<file path="src/rtl/sdf_ntt_top_if.sv">
// rtl/sdf_ntt_top_if.sv - stream port bundle for the 8-point SDF NTT core
interface sdf_ntt_top_if #(
    parameter int data_width = 64
);
    logic                  start;
    logic [data_width-1:0] sdf_in;
    logic [data_width-1:0] sdf_out;
    logic                  done_tick;

    modport master (output start, output sdf_in, input sdf_out, input done_tick);
    modport slave  (input start, input sdf_in, output sdf_out, output done_tick);
endinterface

</file>
<file path="src/rtl/sdf_ntt_top.sv">
// rtl/sdf_ntt_top.sv - radix-2 DIF SDF 8-point NTT over Z_7681, bit-reversed output
// Optional SDF_BITREV_REORDER_EN adds a ping-pong buffer for natural-order output.
module sdf_ntt_top #(
    parameter int data_width = 64,
    parameter int modulo     = 7681,
    parameter int addr_width = 3
) (
    input  logic          clk,
    input  logic          rst_n,
    sdf_ntt_top_if.slave  bus
);
    localparam int W = $clog2(modulo);
    localparam logic [W-1:0] Q = modulo[W-1:0];
`ifdef SDF_BITREV_REORDER_EN
    localparam logic [4:0] LAT_C = 5'd17;
`else
    localparam logic [4:0] LAT_C = 5'd9;
`endif

    function automatic logic [W-1:0] mod_add(input logic [W-1:0] a, input logic [W-1:0] b);
        logic [W:0] s;
        s = {1'b0, a} + {1'b0, b};
        if (s >= {1'b0, Q}) s = s - {1'b0, Q};
        return s[W-1:0];
    endfunction

    function automatic logic [W-1:0] mod_sub(input logic [W-1:0] a, input logic [W-1:0] b);
        logic [W:0] s;
        s = {1'b0, a} - {1'b0, b};
        if (a < b) s = s + {1'b0, Q};
        return s[W-1:0];
    endfunction

    function automatic logic [W-1:0] mod_mul(input logic [W-1:0] a, input logic [W-1:0] b);
        logic [2*W-1:0] p;
        p = {{W{1'b0}}, a} * {{W{1'b0}}, b};
        p = p % {{W{1'b0}}, Q};
        return p[W-1:0];
    endfunction

    logic [addr_width-1:0] g_q, g_d;
    logic [4:0]            fill_q, fill_d;
    logic [3:0][W-1:0]     fifo1_q, fifo1_d;
    logic [1:0][W-1:0]     fifo2_q, fifo2_d;
    logic [W-1:0]          fifo3_q, fifo3_d;
    logic [W-1:0]          s1_q, s1_d, s2_q, s2_d, s3_q, s3_d;
    logic                  done_q, done_d;
    logic [W-1:0]          x_in, push1, push2, push3, tw1, tw2, out_w;
    logic [1:0]            c2;
    logic                  unused_hi;

    assign x_in      = bus.sdf_in[W-1:0];
    assign unused_hi = &{1'b0, bus.sdf_in[data_width-1:W]};

`ifdef SDF_BITREV_REORDER_EN
    logic [1:0][7:0][W-1:0] rbuf_q, rbuf_d;
    logic                   wbank_q, wbank_d, rbank;
    logic [W-1:0]           out_q, out_d;
    logic [2:0]             wj, rk;
    assign out_w = out_q;
`else
    assign out_w = s3_q;
`endif

    always_comb begin
        g_d     = g_q;
        fill_d  = fill_q;
        fifo1_d = fifo1_q;
        fifo2_d = fifo2_q;
        fifo3_d = fifo3_q;
        s1_d    = s1_q;
        s2_d    = s2_q;
        s3_d    = s3_q;
        done_d  = 1'b0;
        push1   = '0;
        push2   = '0;
        push3   = '0;
        // Stage 2 sees frame sample i at edge 5+i, so its phase lags the global count by 5.
        c2      = g_q[1:0] + 2'd3;
        case (g_q[1:0])
            2'd0:    tw1 = W'(1);
            2'd1:    tw1 = W'(1213);
            2'd2:    tw1 = W'(4298);
            default: tw1 = W'(5756);
        endcase
        tw2 = c2[0] ? W'(4298) : W'(1);
        if (bus.start) begin
            g_d = g_q + 3'd1;
            if (fill_q != LAT_C) fill_d = fill_q + 5'd1;
            done_d = (fill_q == LAT_C) && (g_q == '0);

            if (!g_q[2]) begin
                push1 = x_in;
                s1_d  = fifo1_q[3];
            end else begin
                push1 = mod_mul(mod_sub(fifo1_q[3], x_in), tw1);
                s1_d  = mod_add(fifo1_q[3], x_in);
            end
            fifo1_d = {fifo1_q[2:0], push1};

            if (!c2[1]) begin
                push2 = s1_q;
                s2_d  = fifo2_q[1];
            end else begin
                push2 = mod_mul(mod_sub(fifo2_q[1], s1_q), tw2);
                s2_d  = mod_add(fifo2_q[1], s1_q);
            end
            fifo2_d = {fifo2_q[0], push2};

            if (!g_q[0]) begin
                push3 = s2_q;
                s3_d  = fifo3_q;
            end else begin
                push3 = mod_sub(fifo3_q, s2_q);
                s3_d  = mod_add(fifo3_q, s2_q);
            end
            fifo3_d = push3;
        end
    end

`ifdef SDF_BITREV_REORDER_EN
    // s3_q holds output slot wj; slot 0 of a read frame still shares the bank being finished.
    always_comb begin
        rbuf_d  = rbuf_q;
        wbank_d = wbank_q;
        out_d   = out_q;
        wj      = g_q - 3'd2;
        rk      = g_q - 3'd1;
        rbank   = (rk == 3'd0) ? wbank_q : ~wbank_q;
        if (bus.start) begin
            rbuf_d[wbank_q][{wj[0], wj[1], wj[2]}] = s3_q;
            out_d = rbuf_q[rbank][rk];
            if (wj == 3'd7) wbank_d = ~wbank_q;
        end
    end

    always_ff @(posedge clk or negedge rst_n) begin
        if (!rst_n) begin
            rbuf_q  <= '0;
            wbank_q <= 1'b0;
            out_q   <= '0;
        end else begin
            rbuf_q  <= rbuf_d;
            wbank_q <= wbank_d;
            out_q   <= out_d;
        end
    end
`endif

    always_ff @(posedge clk or negedge rst_n) begin
        if (!rst_n) begin
            g_q     <= '0;
            fill_q  <= '0;
            fifo1_q <= '0;
            fifo2_q <= '0;
            fifo3_q <= '0;
            s1_q    <= '0;
            s2_q    <= '0;
            s3_q    <= '0;
            done_q  <= 1'b0;
        end else begin
            g_q     <= g_d;
            fill_q  <= fill_d;
            fifo1_q <= fifo1_d;
            fifo2_q <= fifo2_d;
            fifo3_q <= fifo3_d;
            s1_q    <= s1_d;
            s2_q    <= s2_d;
            s3_q    <= s3_d;
            done_q  <= done_d;
        end
    end

    assign bus.sdf_out   = {{(data_width-W){1'b0}}, out_w};
    assign bus.done_tick = done_q;
endmodule

</file>
<file path="src/flat_wrapper.sv">
// flat-port wrapper written by rule: the top's interface ports become plain ports
module sdf_ntt_top_flat 
#(
    parameter int data_width = 64,
    parameter int modulo     = 7681,
    parameter int addr_width = 3
)
  (clk, rst_n, bus_start, bus_sdf_in, bus_sdf_out, bus_done_tick);
  sdf_ntt_top_if #(.data_width(data_width)) bus_i ();
  input  logic clk;
  input  logic rst_n;
  input wire logic [$bits(bus_i.start)-1:0] bus_start;
  input wire logic [$bits(bus_i.sdf_in)-1:0] bus_sdf_in;
  output wire logic [$bits(bus_i.sdf_out)-1:0] bus_sdf_out;
  output wire logic [$bits(bus_i.done_tick)-1:0] bus_done_tick;
  assign bus_i.start = bus_start;
  assign bus_i.sdf_in = bus_sdf_in;
  assign bus_sdf_out = bus_i.sdf_out;
  assign bus_done_tick = bus_i.done_tick;
  sdf_ntt_top #(.data_width(data_width), .modulo(modulo), .addr_width(addr_width)) u_core (.clk(clk), .rst_n(rst_n), .bus(bus_i));
endmodule
</file>
<file path="config.mk">
export PLATFORM = sky130hd
export DESIGN_NAME = sdf_ntt_top_flat
export DESIGN_NICKNAME = d
export VERILOG_FILES = /design/src/rtl/sdf_ntt_top_if.sv /design/src/rtl/sdf_ntt_top.sv /design/src/flat_wrapper.sv
export SDC_FILE = /design/constraint.sdc
export NUM_CORES = 1
export LEC_CHECK = 0
export CORE_MARGIN = 1
export CORE_UTILIZATION = 35
export CTS_CLUSTER_DIAMETER = 100
export DETAILED_ROUTE_END_ITERATION = 12
export HOLD_SLACK_MARGIN = 0.02
export PLACE_DENSITY = 0.54
export SYNTH_ARGS = -nofsm -noshare
export SYNTH_HDL_FRONTEND = slang
export SYNTH_SLANG_ARGS = --single-unit
</file>
<file path="constraint.sdc">
create_clock -name clk -period 26.9 [get_ports clk]
set_input_delay 8.07 -clock clk [delete_from_list [all_inputs] [get_ports clk]]
set_output_delay 8.07 -clock clk [all_outputs]
set_load 0.02 [all_outputs]
</file>
==> results.yml, run 1 <==
die:
  start_util_pct: 35.42
  placementRows: 109
  die_area_um2: 90780
  die_w_um: 301.3
  dieHeight_um: 301.3
  io_pins: 132
  core_um2: 88510
timing:
  max_freq_ghz: 0.03712
  tns_ns: -0.1330
  period_minus_slack_ns: 26.94
  rsz0062_at_grt: "true"
  finalHoldViolCount: 0
  maxSlewViolCount: 0
  fin_worst_skew_ns: 0.01401
  fin_ws_ns: -0.04171
  slew_headroom_pct: 41.03
  setup_viol_count_final: 7
  worstMarginPinSlew_ns: 0.8770
  fin_crit_sh_pct: 100.2
worst_setup_path:
  worstSetupStartpointType: "primary input"
  cp_slowest_cell: "or4_4"
  worstPathArrival_ns: 27.25
  worstSetupPathType: "primary input to flip-flop"
  endpoint_kind: "flip-flop"
  path_max_fanout: 7
  cp_slowest_stage_delay_ns: 0.55
  cp.required_ns: 27.20
cells_and_area:
  area_delta_synth_final_pct: 31.92
  final_common_cell: "buf_4"
  multi_input_area_um2: 27970
  mostFrequentLayoutCells: "796 x buf_4, 398 x nor2_1, 313 x inv_1"
  layout.area.seq_um2: 3480
  post-route-cell-area_um2: 41360
  drive_gt1_share_pct: 29.09
  final_util_pct: 46.73
  layout.nets: 5239
  fillers: 8822
global_route:
  grt_pass1_wl_mm: 154.7
  track_usage_pct: 20.41
  overflow: 0
  grt_max_degree: 98
  antenna_found_initial: 2
  grt_pass1_vias: 30490
clocking:
  cts_tree: "yes"
  numCtsBuffers: 17
  cts_root_buf: "clkbuf_16"
  ctsLongestPathBuffers: 2
  cts.sinks: 139
  htreeDepth: 4
  path_clk_slew_ns: 0.06
  clk_latency_ns: 0.45
routing:
  route.vias.total: 31790
  dr.pass1.iters: 10
  wl_per_cell_um: 15.98
  antenna_left: 0
  drtIter0Drc: 1689
  routed_wl_mm: 94.93
  avgViaCountPerCell: 5.350
  drc: 4
min_path:
  hp-class: "flip-flop to flip-flop"
yosys:
  synth-edff-count: 0
  synthDistinctLibCells: 147
  syn-cell-area_um2: 31350
  syn_area_per_cell_um2: 7.791
  ys.warnings.count: 0
  synthArstFlopShare_pct: 100.0
  syn_inst: 4024
  ys.flop_type: "dfrtp_1"
  synth_seq_cells: 139
  seq_area_frac_synth_pct: 11.09
placement:
  finalWeightedCongestion: 0.8775
  port_buffers: 29
  placed_cell_area_um2: 38180
  dp.final_hpwl_mm: 76.55
run:
  max_cap_viol_count: 0
outcome:
  outcome: "finished with violations"
  violations: "design-rule violations, negative setup slack"
## metrics by stage
step           setup slack (ns)  hold WS [ns]  cells
6_report               -0.04171        0.4800   5941
5_1_grt                 -0.8632        0.4924   5940
4_1_cts                -0.04208        0.4844   5896
3_5_place_dp             -1.570        0.4675   5811
3_3_place_gp             -1.600        0.4650   5811
2_1_floorplan          0.004201        0.4382   4076
## cell usage after synthesis, types with 49 or more instances
library cell / instances / area [um2]
inv_1: 325 / 1220
nand3_1: 112 / 560.5
nor2_1: 416 / 1562
buf_4: 70 / 525.5
nor3_1: 109 / 545.5
and2_1: 72 / 450.4
fa_1: 133 / 2663
a21oi_1: 226 / 1131
o21ai_0: 169 / 845.8
a21o_1: 71 / 533.0
dfrtp_1: 139 / 3478
mux2_2: 68 / 765.7
a211oi_1: 50 / 375.4
xor2_1: 106 / 928.4
nand4_1: 49 / 306.5
ha_1: 276 / 3453
nand2_1: 288 / 1081
clkbuf_1: 74 / 277.8
xnor2_1: 214 / 1874
## timing repair
item                                    4_1_cts  5_1_grt
endpoints found under the setup margin       13       13
hold buffers                                  0        0
pin swaps                                    78      112
cloned                                        3        0
resized for setup                           163      212
buffers inserted                             52       48
## sequential cells by signal, summed over array words and instances, names as in the netlist
signal and count:
u_core.bus.done_tick 1, u_core.s2_q 13, u_core.fifo1_q 52, u_core.fifo2_q 26
u_core.g_q 3, u_core.out_w 13, u_core.s1_q 13, u_core.fifo3_q 13
u_core.fill_q 5
## per-layer routing
layer | vias to the layer above | wire length, um | global-route usage [%]
met1 | 15200 | 44970 | 28.02
li1 | 15980 | - | -
met2 | 531 | 46330 | 35.46
met3 | 75 | 2631 | 1.455
met4 | 2 | 982 | 2.949
met5 | - | 13 | 0
## final cells by class
cell class / count / area share [%]
inverter: 327 / 2.968
clock buffer: 21 / 1.137
sequential: 139 / 8.413
antenna: 1 / 0.006050
clock inverter: 10 / 0.2813
timing repair buffer: 853 / 16.05
multi-input combinational: 3425 / 67.63
tap: 1165 / 3.524
## worst paths after layout
| check | startpoint | end | slack [ns] | cells after the start |
|---|---|---|---|---|
| setup reg to reg | u_core.s1_q[3] | u_core.fifo2_q[0] | 2.70 | 79 |
| max in group asynchronous | rst_n | u_core.fifo1_q[12] | 17.88 | 2 |
| hold reg to reg | u_core.out_w[2] | u_core.out_w[2] | 0.48 | 1 |
| setup / recovery | bus_sdf_in[3] | u_core.fifo1_q[5] | -0.04 | 85 |
| hold / removal | u_core.out_w[2] | u_core.out_w[2] | 0.48 | 1 |
| min in group asynchronous | rst_n | u_core.fifo3_q[6] | 7.64 | 1 |
## kinds of logic (layout without fill, tap and decap cells)
family                   count (synthesis)  in the layout  share of synthesized area, %
flip-flops                             139            139                         11.09
other                                    1             54                       0.01196
buffers and inverters                  513           1211                         7.267
adder cells (fa/ha/maj)                411            411                         19.57
AND/OR/NAND/NOR                       1427           1427                         23.34
multiplexers                           120            120                         4.154
AO/OA/AOI/OAI                         1088           1089                         25.37
XOR/XNOR                               325            325                         9.199
## critical path, delay by kind of cell
family | cells | cell delay (ns)
simple gates | 26 | 5.19
compound gates | 30 | 6.96
xor+xnor | 5 | 1.21
buf+inv | 14 | 1.98
fa+ha+maj | 9 | 3.53
mux | 1 | 0.27
Power of run 1 is left out: the tool's default activity adds up to more than one toggle a clock period on the data nets, which glitch-free logic cannot reach.
==> run 2, diff against run 1 <==
--- a/config.mk
+++ b/config.mk
@@ -10,7 +10,7 @@
 export CTS_CLUSTER_DIAMETER = 100
 export DETAILED_ROUTE_END_ITERATION = 12
 export HOLD_SLACK_MARGIN = 0.02
-export PLACE_DENSITY = 0.54
+export PLACE_DENSITY_LB_ADDON = 0.05
 export SYNTH_ARGS = -nofsm -noshare
 export SYNTH_HDL_FRONTEND = slang
 export SYNTH_SLANG_ARGS = --single-unit
==> constraint.sdc (replaced) <==
create_clock -name clk -period 26.9 [get_ports clk]
set_input_delay 2.69 -clock clk [delete_from_list [all_inputs] [get_ports clk]]
set_output_delay 2.69 -clock clk [all_outputs]
set_load 0.02 [all_outputs]
==> results.yml, run 2 (synthesis results as in run 1) <==
outcome:
  outcome: "finished with violations"
  violations: "design-rule violations"
routing:
  antenna_left: 0
  wl_per_cell_um: 17.54
  routed_wl_mm: 93.89
  route.vias.total: 29120
  drc: 4
  avgViaCountPerCell: 5.440
  dr.pass1.iters: 10
  drtIter0Drc: 1508
global_route:
  grt_max_degree: 116
  grt_pass1_wl_mm: 153.6
  antenna_found_initial: 2
  track_usage_pct: 20.54
  grt_pass1_vias: 28340
  overflow: 0
timing:
  setup_viol_count_final: 0
  worstMarginPinSlew_ns: 1.018
  max_freq_ghz: 0.04027
  finalHoldViolCount: 0
  slew_headroom_pct: 31.60
  maxSlewViolCount: 0
  rsz0062_at_grt: "false"
  tns_ns: 0
  whs_ns: 0.4736
  fin_ws_ns: 2.071
  fin_worst_skew_ns: 0.02050
  period_minus_slack_ns: 24.83
  fin_crit_sh_pct: 92.30
placement:
  port_buffers: 29
  dp.final_hpwl_mm: 77.65
  placed_cell_area_um2: 34050
  finalWeightedCongestion: 0.8355
  place_ws_ns: 1.341
worst_setup_path:
  r2r_cells: 80
  crit_buf_inv: 15
  worstPathArrival_ns: 25.14
  endpoint_kind: "flip-flop"
  ff2ff_setup_slack_ns: 2.37
  r2r_end: "u_core.fifo2_q[7]"
  crit_family: "compound AO/OA/AOI/OAI gates"
  cp.depth: 86
  cp_slowest_stage_delay_ns: 0.76
  rr_startpoint: "u_core.s1_q[3]"
  crit_path_frequent_cell: "buf_4"
  worstSetupStartpointType: "primary input"
  worstSetupPathType: "primary input to flip-flop"
  critPathLaunch: "bus_sdf_in[1]"
  path_max_fanout: 10
  cp_slowest_cell: "or4b_1"
  cp.required_ns: 27.21
die:
  start_util_pct: 35.42
  die_area_um2: 90780
  die_w_um: 301.3
  placementRows: 109
  io_pins: 132
  core_um2: 88510
  dieHeight_um: 301.3
clocking:
  cts.sinks: 139
  post_cts_buffers: 0
  cts_root_buf: "clkbuf_16"
  numCtsBuffers: 17
  cts_tree: "yes"
  ctsLongestPathBuffers: 2
  cts_resized: 0
  htreeDepth: 4
  hold_buffers: 0
  path_clk_slew_ns: 0.07
  clk_latency_ns: 0.45
min_path:
  holdPathEnd: "u_core.fill_q[4]"
  hp-class: "flip-flop to flip-flop"
  worstHoldPathCells: 1
  worstHoldStart: "u_core.fill_q[4]"
cells_and_area:
  area_delta_synth_final_pct: 10.47
  post-route-cell-area_um2: 34630
  largest_reg_flops: 52
  final_common_cell: "nor2_1"
  drive_gt1_share_pct: 12.44
  antenna_cells: 0
  layout.nets: 4652
  top_register: "u_core.fifo1_q"
  mostFrequentLayoutCells: "416 x nor2_1, 325 x inv_1, 288 x nand2_1"
  top_regs: "u_core.fifo1_q x52, u_core.fifo2_q x26"
run:
  max_cap_viol_count: 0
-- run 2: cell types whose count changed in the layout (fill, tap and decap cells not counted), moves of 18 or more --
cell	before	now
nor3_1	88	109
buf_6	25	2
xnor2_1	194	213
nor2_1	398	416
a21oi_2	28	10
ha_1	255	276
buf_4	796	237
a21oi_1	205	226
-- run 2: worst max-delay path by stage --
stage	endpoint	slack (ns)
after floorplan	u_core.fifo1_q[1]	4.43
after global placement	u_core.fifo1_q[3]	1.18
after detailed placement	u_core.fifo1_q[3]	1.34
after CTS	u_core.fifo1_q[3]	1.76
after global routing	u_core.fifo1_q[3]	0.01
final	u_core.fifo1_q[3]	2.07
-- run 2: area by class of cell --
| type | instances | area (um2) |
|---|---|---|
| Clock buffer | 17 | 425.4 |
| Clock inverter | 14 | 153.9 |
| Fill cell | 9401 | 53880 |
| Inverter | 327 | 1227 |
| Multi-Input combinational cell | 3424 | 25800 |
| Sequential cell | 139 | 3480 |
| Tap cell | 1165 | 1458 |
| Timing Repair Buffer | 267 | 2092 |
-- run 2: routing by layer --
metal,vias up,wire (um),GRT usage [%],part of all wire [%]
met3,47,1809,1.225,1.9
met5,-,0,0,0
li1,14800,-,-,-
met1,13890,46550,29.12,50
met2,384,44770,34.89,48
met4,0,759,2.586,0.81
-- run 2: metrics by stage --
| stage | instances | utilization (%) |
|---|---|---|
| finish | 5353 | 39.13 |
| global route | 5353 | 39.13 |
| CTS | 5353 | 39.12 |
| detailed placement | 5322 | 38.47 |
| global placement | 5322 | 38.47 |
| floorplan | 4076 | - |
Power of run 2 is left out for the same reason.
